===== src/rtl/i2s_sync_transmitter_if.sv =====
// Sample-pair handshake between a sample source and the I2S transmitter.
// The source (master) offers a stereo pair with in_valid; the transmitter
// (slave) takes it when its one-deep holding register is empty.
interface i2s_sync_transmitter_if #(
    parameter int DATA_WIDTH = 24
) ();
    logic                         in_valid;
    logic                         in_ready;
    logic signed [DATA_WIDTH-1:0] in_left;
    logic signed [DATA_WIDTH-1:0] in_right;

    modport master (
        output in_valid,
        output in_left,
        output in_right,
        input  in_ready
    );

    modport slave (
        input  in_valid,
        input  in_left,
        input  in_right,
        output in_ready
    );
endinterface


===== src/rtl/i2s_sync_transmitter.sv =====
// I2S serial transmitter slaved to an external bit clock and word select.
// sck/ws are oversampled in the system clock domain; a channel change seen on
// a bit-clock rising edge loads the next slot, and bits leave MSB first on the
// following falling edges. Samples come through a one-deep holding register.
module i2s_sync_transmitter #(
    parameter int DATA_WIDTH  = 24,
    parameter int SYNC_STAGES = 2
) (
    input  logic                         clock,
    input  logic                         reset,
    input  logic                         sck_in,
    input  logic                         ws_in,
    i2s_sync_transmitter_if.slave        sample_bus,
    output logic                         sd_out,
    output logic                         frame_start,
    output logic                         underrun
);

    localparam int CNT_W = $clog2(DATA_WIDTH + 1);
    localparam logic [CNT_W-1:0] CNT_MAX = CNT_W'(DATA_WIDTH);

    typedef enum logic [1:0] {
        ST_IDLE,   // no bit-clock rising edge seen since reset
        ST_ARMED,  // ws reference captured, waiting for a channel change
        ST_RUN     // slots are being serialized
    } state_t;

    state_t                       state;
    logic [SYNC_STAGES-1:0]       sck_sync_p0;
    logic [SYNC_STAGES-1:0]       ws_sync_p0;
    logic                         sck_hist_p0;
    logic                         rise_p1;
    logic                         fall_p1;
    logic                         ws_p1;
    logic                         ws_prev;
    logic                         hold_full;
    logic                         accept;
    logic signed [DATA_WIDTH-1:0] hold_left;
    logic signed [DATA_WIDTH-1:0] hold_right;
    logic signed [DATA_WIDTH-1:0] act_right;
    logic        [DATA_WIDTH-1:0] shift_reg;
    logic        [CNT_W-1:0]      bit_cnt;

    // Bit counter stops at the slot width so trailing bits stay at zero.
    function automatic logic [CNT_W-1:0] sat_inc(input logic [CNT_W-1:0] cnt);
        if (cnt >= CNT_MAX)
            return CNT_MAX;
        return cnt + 1'b1;
    endfunction

    assign sample_bus.in_ready = ~hold_full;
    assign accept              = sample_bus.in_valid & ~hold_full;

    // Stage p0: bring sck/ws into the clock domain and keep one sck history bit.
    always_ff @(posedge clock) begin
        sck_sync_p0 <= {sck_sync_p0[SYNC_STAGES-2:0], sck_in};
        ws_sync_p0  <= {ws_sync_p0[SYNC_STAGES-2:0], ws_in};
        sck_hist_p0 <= sck_sync_p0[SYNC_STAGES-1];
    end

    // Stage p1: register single-cycle edge strobes with ws aligned to them.
    always_ff @(posedge clock) begin
        if (!reset) begin
            rise_p1 <= 1'b0;
            fall_p1 <= 1'b0;
        end else begin
            rise_p1 <= sck_sync_p0[SYNC_STAGES-1] & ~sck_hist_p0;
            fall_p1 <= ~sck_sync_p0[SYNC_STAGES-1] & sck_hist_p0;
        end
        ws_p1 <= ws_sync_p0[SYNC_STAGES-1];
    end

    // Holding register payload; occupancy is tracked by hold_full below.
    always_ff @(posedge clock) begin
        if (accept) begin
            hold_left  <= sample_bus.in_left;
            hold_right <= sample_bus.in_right;
        end
    end

    // Stage p2: arming FSM, slot loading, handshake occupancy and serializer.
    always_ff @(posedge clock) begin
        if (!reset) begin
            state       <= ST_IDLE;
            ws_prev     <= 1'b0;
            hold_full   <= 1'b0;
            act_right   <= '0;
            shift_reg   <= '0;
            bit_cnt     <= '0;
            sd_out      <= 1'b0;
            frame_start <= 1'b0;
            underrun    <= 1'b0;
        end else begin
            frame_start <= 1'b0;
            underrun    <= 1'b0;
            // A left load only clears a full register, an accept only fills
            // an empty one, so the two never collide on hold_full.
            if (accept)
                hold_full <= 1'b1;
            if (rise_p1) begin
                case (state)
                    ST_IDLE: begin
                        ws_prev <= ws_p1;
                        state   <= ST_ARMED;
                    end
                    default: begin
                        if (ws_p1 != ws_prev) begin
                            ws_prev <= ws_p1;
                            state   <= ST_RUN;
                            bit_cnt <= '0;
                            if (!ws_p1) begin
                                frame_start <= 1'b1;
                                if (hold_full) begin
                                    shift_reg <= hold_left;
                                    act_right <= hold_right;
                                    hold_full <= 1'b0;
                                end else begin
                                    shift_reg <= '0;
                                    act_right <= '0;
                                    underrun  <= 1'b1;
                                end
                            end else begin
                                shift_reg <= act_right;
                            end
                        end
                    end
                endcase
            end else if (fall_p1 && state == ST_RUN) begin
                if (bit_cnt < CNT_MAX) begin
                    sd_out    <= shift_reg[DATA_WIDTH-1];
                    shift_reg <= {shift_reg[DATA_WIDTH-2:0], 1'b0};
                end else begin
                    sd_out <= 1'b0;
                end
                bit_cnt <= sat_inc(bit_cnt);
            end
        end
    end

endmodule


===== src/flat_wrapper.sv =====
// flat-port wrapper written by rule: the top's interface ports become plain ports
module i2s_sync_transmitter_flat 
#(
    parameter int DATA_WIDTH  = 24,
    parameter int SYNC_STAGES = 2
)
  (clock, reset, sck_in, ws_in, sd_out, frame_start, underrun, sample_bus_in_valid, sample_bus_in_left, sample_bus_in_right, sample_bus_in_ready);
  i2s_sync_transmitter_if #(.DATA_WIDTH(DATA_WIDTH)) sample_bus_i ();
  input  logic clock;
  input  logic reset;
  input  logic sck_in;
  input  logic ws_in;
  output logic sd_out;
  output logic frame_start;
  output logic underrun;
  input wire logic [$bits(sample_bus_i.in_valid)-1:0] sample_bus_in_valid;
  input wire logic [$bits(sample_bus_i.in_left)-1:0] sample_bus_in_left;
  input wire logic [$bits(sample_bus_i.in_right)-1:0] sample_bus_in_right;
  output wire logic [$bits(sample_bus_i.in_ready)-1:0] sample_bus_in_ready;
  assign sample_bus_i.in_valid = sample_bus_in_valid;
  assign sample_bus_i.in_left = sample_bus_in_left;
  assign sample_bus_i.in_right = sample_bus_in_right;
  assign sample_bus_in_ready = sample_bus_i.in_ready;
  i2s_sync_transmitter #(.DATA_WIDTH(DATA_WIDTH), .SYNC_STAGES(SYNC_STAGES)) u_core (.clock(clock), .reset(reset), .sck_in(sck_in), .ws_in(ws_in), .sample_bus(sample_bus_i), .sd_out(sd_out), .frame_start(frame_start), .underrun(underrun));
endmodule

===== config.mk =====
export PLATFORM = sky130hd
export DESIGN_NAME = i2s_sync_transmitter_flat
export DESIGN_NICKNAME = d
export VERILOG_FILES = /design/src/rtl/i2s_sync_transmitter_if.sv /design/src/rtl/i2s_sync_transmitter.sv /design/src/flat_wrapper.sv
export SDC_FILE = /design/constraint.sdc
export NUM_CORES = 1
export LEC_CHECK = 0
export ABC_CLOCK_PERIOD_IN_PS = 11000
export BUFFER_PORTS_ARGS = -buffer_cell sky130_fd_sc_hd__buf_2
export CORE_MARGIN = 3
export CORE_UTILIZATION = 60
export DETAILED_ROUTE_END_ITERATION = 7
export GPL_ROUTABILITY_DRIVEN = 1
export GPL_TIMING_DRIVEN = 0
export MAX_ROUTING_LAYER = met4
export PLACE_DENSITY_LB_ADDON = 0.08
export SETUP_SLACK_MARGIN = 0.02
export SYNTH_ARGS = -nofsm -noshare
export SYNTH_HDL_FRONTEND = slang
export SYNTH_SLANG_ARGS = --single-unit

===== constraint.sdc =====
create_clock -name clock -period 11 [get_ports clock]
set_clock_uncertainty 0.2 [all_clocks]
set_input_delay 0.55 -clock clock [delete_from_list [all_inputs] [get_ports clock]]
set_output_delay 0.55 -clock clock [all_outputs]
set_load 0.05 [all_outputs]

==> key figures <==
Logic synthesis
  • Yosys top cell area share: 31.3%
  • Largest cells by area after synthesis: edfxtp_1 31%, dfxtp_1 30%, nand2_1 8.4%, o211ai_1 7.5%, mux2i_1 5.4%
  • Post-synthesis compound-gate area fraction: 14.1%
  • Xor/xnor share of the synthesized area: 0.353%
  • Sequential cell area fraction in the yosys report: 60.8%
  • Synth area leader: edfxtp_1
  • Mux share of post-synthesis cell area: 5.43%
  • Register bit total from synthesis: 116
  • Post-synth EDFFs: 48
  • Largest family of logic cells by synthesized area: simple AND/OR/NAND/NOR gates
  • Ys Warns: 0
  • Syn_nets: 474
  • Post-Synthesis Cell Area: 0.00461 mm²
  • Post-Synth Adder-Cell Area: 0.271%
  • Avg Cell Area, Syn: 11.0 µm²
  • Synth Flop Type: dfxtp_1
  • Asr flop ratio synth: 0%
  • Post-synthesis simple-gate area fraction: 15.1%
  • Post-Syn Instances: 420
  • Netlist cell types: 37

Drt
  • DR vias/cell: 5.54
  • DRC Markers: 0
  • Drt first pass iters: 5
  • Met1 wire length: 4530 µm
  • Max layer used: met4
  • Post-DR wirelength/cell: 16.1 µm
  • Metal3 WL: 435 µm
  • DRT antenna net count: 0
  • Detailed Route WL: 9940 µm
  • Iter 0 DRT Violations: 158
  • Met2 Wirelength: 4830 µm
  • Routed vias: 3416

STA
  • Final setup violation count: 0
  • Fin crit share: 21.8%
  • TNS Setup: 0 ps
  • Final hold vios: 0
  • Max transition margin: 64.4%
  • Minimum clock period: 2400 ps
  • Worst slew pin tran: 534 ps
  • Count of final max-slew check failures: 0
  • Fmax: 416 MHz
  • RSZ-0062 raised after global routing: no

Setup path
  • Crit path launch type: flip-flop
  • CP Class: flip-flop to output port
  • Crit end category: output port
  • Worst Path Arrival: 1650 ps
  • Worst Path Max Fanout: 10
  • Worst path required time: 10250 ps

Placement
  • IO Port Bufs: 55
  • DP Wirelength: 6630 µm
  • Placer congestion estimate: 0.817

Final layout
  • Net count, final: 559
  • Most frequent cells in the layout: 103 x nand2_1, 68 x dfxtp_1, 64 x buf_2
  • Sequential Area: 0.00280 mm²
  • Antenna diode count: 0
  • Most common cell after layout, fill and taps aside: nand2_1
  • Multi-input gate area: 0.00163 mm²
  • # fillers: 482
  • Area Growth Syn to Fin: 23.8%
  • Layout cells sized above 1: 19.7%

GRT
  • Initial antenna violation count: 0
  • Gr usage total: 24.9%
  • Pin count of the biggest net entering global routing: 37
  • GRT overflow: 0
  • Vias in the first global route: 3425
  • First-pass GRT wire length: 16100 µm

Floorplan
  • Die ar.: 0.00877 mm²
  • Ports: 57
  • Die W: 93.7 µm
  • Initial Utilization: 62.5%
  • Rows: 31
  • DIE HEIGHT: 93.7 µm
  • Total core area: 0.00737 mm²

Clock network
  • Postcts setup bufs: 0
  • Post-CTS Resized: 0
  • H-tree lvl count: 4
  • Clock buffer depth: 2
  • Worst-path clk slew: 60 ps
  • Clk Latency, worst-skew pair: 500 ps
  • CTS buffer count: 17
  • Clk sink count: 116
  • Clk root buf: clkbuf_8
  • CTS tree: built

Flow run
  • Max-cap viol count: 0

Power and ir drop
  • Leakage: 1.98 nW
  • Worst vdd ir: 152 µV
  • Pwr Density: 182 mW/mm²
  • Pwr Total: 1.04 mW

Run status
  • Status: complete, no violations

Min path
  • Hold Path Class: input pin to flip-flop
==> through the flow <==
stage	utilization (%)	area [µm²]	hold WS (ps)	setup slack, ps	cells
floorplan	-	4610	110	7370	420
global placement	68.0	5010	110	6630	574
detailed placement	68.3	5040	133	8840	575
CTS	76.7	5660	0.0224	8580	612
global route	77.4	5710	0.397	8460	617
finish	77.4	5710	15.7	8600	617
==> final cells by class <==
type	count	share of cell area (%)
Timing Repair Buffer	66	6.93
Inverter	2	0.132
Clock inverter	5	1.36
Tap cell	99	2.17
Clock buffer	27	8.62
Buffer	34	3.07
Multi-Input combinational cell	268	28.6
Sequential cell	116	49.1
==> power breakdown <==
group	total [mW]	switching [mW]	internal, mW
Sequential	0.467	0.00423	0.463
Clock	0.521	0.176	0.345
Combinational	0.0491	0.0295	0.0196
==> cell families (layout without fill, tap and decap cells) <==
group                    after synthesis  after routing
AND/OR/NAND/NOR                      155            155
adder cells (fa/ha/maj)                1              1
buffers and inverters                 36            134
XOR/XNOR                               1              1
flip-flops                           116            116
multiplexers                          25             25
AO/OA/AOI/OAI                         86             86
==> synthesized netlist by cell type (2+ instances only) <==
| master | count |
|---|---|
| a21boi_1 | 11 |
| edfxtp_1 | 48 |
| nor2_1 | 8 |
| nand3_1 | 29 |
| inv_1 | 2 |
| mux2i_1 | 25 |
| o211ai_1 | 46 |
| buf_2 | 9 |
| a21oi_1 | 4 |
| nor2b_1 | 3 |
| a21boi_0 | 17 |
| clkbuf_1 | 21 |
| and3_1 | 2 |
| nand2_1 | 103 |
| dfxtp_1 | 68 |
| o21ai_0 | 2 |
| buf_12 | 2 |
==> path summary, 6_finish.rpt <==
check,from,to,slack (ps),cells after the start
max,u_core.hold_full,sample_bus_in_ready,8600,4
min,sample_bus_in_right[15],u_core.hold_right[15],20,1
max reg2reg,u_core.hold_full,u_core.hold_left[22],8820,5
min reg2reg,u_core.ws_sync_p0[0],u_core.ws_sync_p0[1],140,0
==> routing by layer <==
layer | GRT usage [%] | vias to the layer above
li1 | - | 1669
met1 | 32.8 | 1633
met2 | 37.9 | 99
met3 | 5.93 | 15
met4 | 9.27 | 0
met5 | - | -
==> worst max-delay path: stages (launching register included) <==
cell and delay (ps):
dfxtp_1 300, buf_2 180, clkbuf_1 340, inv_1 110
buf_2 230
==> repair_timing <==
action	4_1_cts	5_1_grt
hold buffers	5	5
hold endpoints to repair	5	5
endpoints found under the setup margin	0	0
Power figures use the tool's default switching activity.
